## src/rtl/systolic_feed_sequencer.sv

```systemverilog
// Control sequencer for one systolic matrix-multiply pass: clears the PE
// accumulators, streams k_len operand reads, waits out fill/drain, pulses done.
module systolic_feed_sequencer #(
    parameter int DIM    = 2,
    parameter int K_W    = 8,
    parameter int ADDR_W = 8
) (
    input  logic              clk,
    input  logic              rst,
    input  logic              start,
    input  logic [K_W-1:0]    k_len,
    input  logic              hold,
    output logic              rd_en,
    output logic [ADDR_W-1:0] rd_addr,
    output logic              feed_valid,
    output logic              acc_clear,
    output logic              busy,
    output logic              done
);

    // Drain covers 1 memory latency + 2*(DIM-1) skew stages + 1 PE stage.
    localparam int DRAIN_LEN = 2 * DIM;
    localparam int DC_W      = $clog2(DRAIN_LEN + 1);
    localparam logic [DC_W-1:0] DRAIN_LAST = DC_W'(DRAIN_LEN - 1);

    typedef enum logic [2:0] {
        ST_IDLE  = 3'd0,
        ST_CLEAR = 3'd1,
        ST_FEED  = 3'd2,
        ST_DRAIN = 3'd3,
        ST_DONE  = 3'd4
    } state_t;

    state_t              state_r;
    state_t              state_next_s;
    logic [K_W-1:0]      k_len_r;
    logic [K_W-1:0]      beat_r;
    logic [DC_W-1:0]     drain_r;
    logic [ADDR_W-1:0]   addr_r;
    logic                issue_s;
    logic                accept_s;
    logic                last_beat_s;
    logic                drain_end_s;

    // Qualifiers shared by the FSM and the datapath counters.
    always_comb begin
        issue_s     = (state_r == ST_FEED) && !hold;
        accept_s    = (state_r == ST_IDLE) && start && (k_len != {K_W{1'b0}});
        last_beat_s = issue_s && (beat_r == (k_len_r - K_W'(1)));
        drain_end_s = (state_r == ST_DRAIN) && (drain_r == DRAIN_LAST);
    end

    // State register.
    always_ff @(posedge clk or posedge rst) begin
        if (rst) begin
            state_r <= ST_IDLE;
        end else begin
            state_r <= state_next_s;
        end
    end

    // Next-state decode.
    always_comb begin
        state_next_s = state_r;
        case (state_r)
            ST_IDLE:  state_next_s = accept_s ? ST_CLEAR : ST_IDLE;
            ST_CLEAR: state_next_s = ST_FEED;
            ST_FEED:  state_next_s = last_beat_s ? ST_DRAIN : ST_FEED;
            ST_DRAIN: state_next_s = drain_end_s ? ST_DONE : ST_DRAIN;
            ST_DONE:  state_next_s = ST_IDLE;
            default:  state_next_s = ST_IDLE;
        endcase
    end

    // Latched length, beat/drain counters, last issued address, read-latency stage.
    always_ff @(posedge clk or posedge rst) begin
        if (rst) begin
            k_len_r    <= {K_W{1'b0}};
            beat_r     <= {K_W{1'b0}};
            drain_r    <= {DC_W{1'b0}};
            addr_r     <= {ADDR_W{1'b0}};
            feed_valid <= 1'b0;
        end else begin
            feed_valid <= issue_s;
            if (accept_s) begin
                k_len_r <= k_len;
                beat_r  <= {K_W{1'b0}};
            end else if (issue_s) begin
                beat_r  <= beat_r + K_W'(1);
                addr_r  <= ADDR_W'(beat_r);
            end else begin
                beat_r  <= beat_r;
            end
            if (state_r == ST_DRAIN) begin
                drain_r <= drain_r + DC_W'(1);
            end else begin
                drain_r <= {DC_W{1'b0}};
            end
        end
    end

    // Outputs decoded from state; only the read strobe/address see hold directly.
    always_comb begin
        rd_en     = issue_s;
        rd_addr   = issue_s ? ADDR_W'(beat_r) : addr_r;
        acc_clear = (state_r == ST_CLEAR);
        busy      = (state_r != ST_IDLE);
        done      = (state_r == ST_DONE);
    end

endmodule
```

## config.mk

```make
export PLATFORM = sky130hd
export DESIGN_NAME = systolic_feed_sequencer
export DESIGN_NICKNAME = d
export VERILOG_FILES = /design/src/rtl/systolic_feed_sequencer.sv
export SDC_FILE = /design/constraint.sdc
export NUM_CORES = 1
export LEC_CHECK = 0
export CORE_UTILIZATION = 45
export DETAILED_ROUTE_END_ITERATION = 16
export PLACE_DENSITY_LB_ADDON = 0.3
export SYNTH_ARGS = -nofsm -noshare
export SYNTH_HDL_FRONTEND = slang
export SYNTH_SLANG_ARGS = --single-unit
export TNS_END_PERCENT = 5
```

## constraint.sdc

```tcl
create_clock -name clk -period 1.7 [get_ports clk]
set_input_delay 0.255 -clock clk [delete_from_list [all_inputs] [get_ports clk]]
set_output_delay 0.255 -clock clk [all_outputs]
set_load 0.02 [all_outputs]
```

# Word-level counts from Yosys, hierarchy flattened
# Index checks and enable logic that the tools add are counted.
# op_classes
add_sub_neg	3
n_eq_ne	6
mux	8
n_reduce_logical	10
# ops
cell	n
$mux W8	3
$pmux W3 S4	1
$eq A3 B2 Y1 const B	3
$add A8 B1 Y8 const B	1
$eq A8 B8 Y1	1
$reduce_bool A8 Y1	1
$sub A8 B1 Y8 const B	1
$mux W3	2
$logic_and A1 B1 Y1	5
$add A3 B1 Y3 const B	1
$eq A3 B1 Y1 const B	1
$eq A3 B3 Y1 const B	1
$logic_not A3 Y1	1
$reduce_bool A3 Y1	1
$mux W1	2
$reduce_bool A2 Y1	1
$logic_not A1 Y1	1
# totals
ff_bits	31
inputBits	12
output_inout_bits	13
word_cells	33

# Depth between registers and ports, before layout
# depth
depth_word	5
depth_mapped	8
mapped_depth_nobuf	7

# Least setup slack after synthesis
# OpenSTA, ideal clock, no wires.
# synth_path
kind	reg2out
start	register state_r[2]
end	output port rd_addr[0]
arrival_time_ns	1.533
path_slack_ns	-0.088
path_stages_with_launch	4
n_path_buf	1
cell_sequence	dfrtp_1 nor4b_4 buf_2 mux2_2
# synth_via
elab_chain_len	3
# synth_lines
element	line_no	rtl
start, declared	34	state_t state_r;
start signal, assigned	58	state_r <= state_next_s;
$eq A3 B2 Y1	47	issue_s = (state_r == ST_FEED) && !hold;
$logic_and A1 B1 Y1	47	
net rd_en	13	output logic rd_en,
$mux W8	--	
end, declared	14	output logic [ADDR_W-1:0] rd_addr,
# The timed path passes the listed nets, and every way through them passes these cells.

# Final worst setup path
# layout_path
start	register state_r[0]
end	output port rd_addr[2]
# layout_via
elab_chain_len	3
# layout_lines
element	line_no
$eq A3 B2 Y1	47
$logic_and A1 B1 Y1	47
$mux W8	--
# Every way passes these cells.

==> results.yml <==
status:
  status: "finished, violations left"
  violations: "setup timing"
cts:
  htreeDepth: 2
  cts_root_buffer: "clkbuf_8"
  cts_tree: "built"
  clockBufferDepth: 2
  cts_hold_buffers: 0
  cts_made_buffers: 5
  clk_latency_ps: 280
  numClockSinks: 31
  path_clk_slew_ps: 60
worst_hold_path:
  holdCritPathClass: "input port to async pin"
finish:
  nFillCells: 263
  nets: 218
  drive_gt1_share_pct: 37.93
  fin_area_sq_mm: 0.002366
  layout_commonest_cell: "dfrtp_1"
  final_core_util_pct: 68.74
  syn2layout_area_growth_pct: 42.93
  multi_input_area_sq_um: 885.9
  ff_latch_area_sq_um: 775.7
  final_cell_mix: "31 x dfrtp_1, 21 x buf_4, 15 x nor2_1, 15 x buf_6, 14 x mux2_4"
  diodes: 0
sta:
  fin_hold_ws_ps: 359.7
  setup_slack_ps: -293.6
  final.min_clock_period_ps: 1994
  worst_pin_slew_ps: 531.1
  slew_headroom_pct: 64.27
  drv_slew: 0
  skew_ps: 4.166
  fin_setup_tns_ps: -5003
  rsz0062_at_grt: "true"
  final_hold_viol_count: 0
  final.period_utilization_pct: 117.3
  max_freq_mhz: 501.6
  finalSetupViolCount: 31
floorplan:
  die_w_um: 62.65
  die_area_sq_mm: 0.003925
  ios: 25
  num_rows: 21
  core_sq_mm: 0.003442
  start_util_pct: 48.09
  die_h_um: 62.65
setup_path:
  crit_family: "buffers and inverters"
  cp.arrival_ps: 1740
  critPathLaunchType: "register"
  worstPathMaxFanout: 4
  crit_chain: "nor4b_4, buf_4, clkbuf_16, mux2_4, buf_6"
  slowest_delay_ps: 420
  worst_path_max_delay_cell: "dfrtp_1"
  crit_required_ps: 1440
  endpoint_kind: "output pin"
  critPathBufInv: 3
  crit_type: "register to output pin"
logic_synthesis:
  ys_types: 34
  synth_area_sq_mm: 0.001655
  synth-seq-area-share_pct: 46.86
  yosysWarningCount: 0
  syn_avg_cell_area_sq_um: 11.18
  synth_seq_cells: 31
  syn_nets: 164
  netlist_instances: 148
flow_run:
  cap_violations: 0
placed_design:
  place_ws_ps: -637.9
  dp_hpwl_mm: 2.498
  placed_area_sq_mm: 0.002098
  gp_congestion: 0.8388
  portBuffers: 24
route:
  ant_nets: 0
  avgViaCountPerCell: 5.402
  routed_wirelength_mm: 4.208
  drt_iter0_markers: 53
  dr.pass1.iters: 4
  wl_per_cell_um: 16.90
  vias: 1345
  drcViolationCount: 0
global_routing:
  grt_pass1_wl_mm: 6.858
  globalRouteOverflowTotal: 0
  antenna_found_initial: 0
  grt_max_degree: 32
  gr-usage-all-layers_pct: 22.89
  first_global_vias: 1468
power:
  leakage_nw: 1.096
  irDropWorstVdd_v: 0.001207
  p_per_area_mw_per_mm2: 1787
## layer usage
layer | up-vias | track usage (%) | share of wire (%)
met5 | - | 0 | 0
met4 | 0 | 10.76 | 2.9
met3 | 12 | 4.927 | 3.4
met2 | 32 | 43.48 | 55
met1 | 672 | 23.50 | 38
li1 | 629 | - | -
## kinds of logic (layout without fill, tap and decap cells)
group	Yosys count	in the layout	share of synthesized area, %
adders and majority gates	4	4	3.024
DFF	31	31	46.86
AOI/OAI and AO/OA	16	16	7.181
xor gates and xnor gates	16	16	8.466
muxes	23	23	15.57
buffers and inverters	14	69	3.553
and+or+nand+nor	44	44	15.34
## through the flow
step                      total power [mW]  std cells
after floorplan                      2.411        148
after global placement               3.027        233
after detailed placement             3.117        233
after CTS                            4.032        248
after global routing                 4.467        249
final                                4.228        249
## registers in the layout (all words and copies together), names as in the netlist
name and flops:
addr_r 8, feed_valid 1, drain_r 3, k_len_r 8
beat_r 8, state_r 3
## synthesized netlist by cell type
cell type	number	share of area (%)
o21ai_0	6	1.8
a311o_1	1	0.60
a211oi_1	1	0.45
a41oi_1	1	0.53
nor3_1	2	0.60
a31oi_1	1	0.38
o211ai_1	1	0.45
clkbuf_1	4	0.91
a211oi_4	1	1.2
buf_2	2	0.60
buf_4	1	0.45
nand2b_1	3	1.1
mux2i_1	1	0.60
o21bai_1	2	0.91
nor4b_4	1	1.4
xnor2_1	8	4.2
mux2_2	22	15
dfrtp_1	31	47
nand4_1	3	1.1
nor3b_1	2	0.91
nand2_1	5	1.1
and4_1	1	0.53
a2111oi_0	1	0.53
nor4_1	3	1.1
and4b_1	1	0.60
ha_1	4	3.0
nor2_1	15	3.4
a21oi_1	1	0.30
nand3_1	3	0.91
or3_4	1	0.68
nand3b_1	3	1.4
xor2_1	8	4.2
inv_1	7	1.6
and3_1	1	0.38
## worst paths after layout
check / to / slack, ps / start / depth (start not counted)
setup / recovery: rd_addr[2] / -290 / state_r[0]$_DFF_PP0_ / 5
hold / removal: drain_r[1]$_DFF_PP0_ / 360 / rst / 3
setup reg to reg: beat_r[7]$_DFFE_PP0P_ / -240 / state_r[0]$_DFF_PP0_ / 9
hold reg to reg: drain_r[0]$_DFF_PP0_ / 430 / drain_r[0]$_DFF_PP0_ / 1
max in group asynchronous: addr_r[1]$_DFFE_PP0N_ / 1050 / rst / 3
min in group clk: drain_r[0]$_DFF_PP0_ / 430 / drain_r[0]$_DFF_PP0_ / 1
## power by group
group / internal [mW] / total (mW) / switching (mW) / leakage, nW
combinational: 1.26 / 2.30 / 1.04 / 0.654
sequential: 1.02 / 1.29 / 0.274 / 0.391
clock: 0.369 / 0.631 / 0.261 / 0.0515
total: 2.65 / 4.23 / 1.58 / 1.10
## final cells by class
class                      count  share of cell area [%]
clock buffer                   8                   4.231
inverter                       7                   1.111
multi-input combinational    103                   37.44
sequential                    31                   32.79
tap                           46                   2.433
timing repair buffer          54                   22.00
## repair_timing
item,in CTS,in global routing
gates cloned,1,0
setup buffers,6,1
gates resized for setup,78,18
pin swaps,6,1
endpoints found under the setup margin,29,36
## tightest hold or removal path: stages
cell	delay, ps
clkdlybuf4s50_1	400
inv_1	50
buf_4	350
Power figures use the tool's default switching activity.
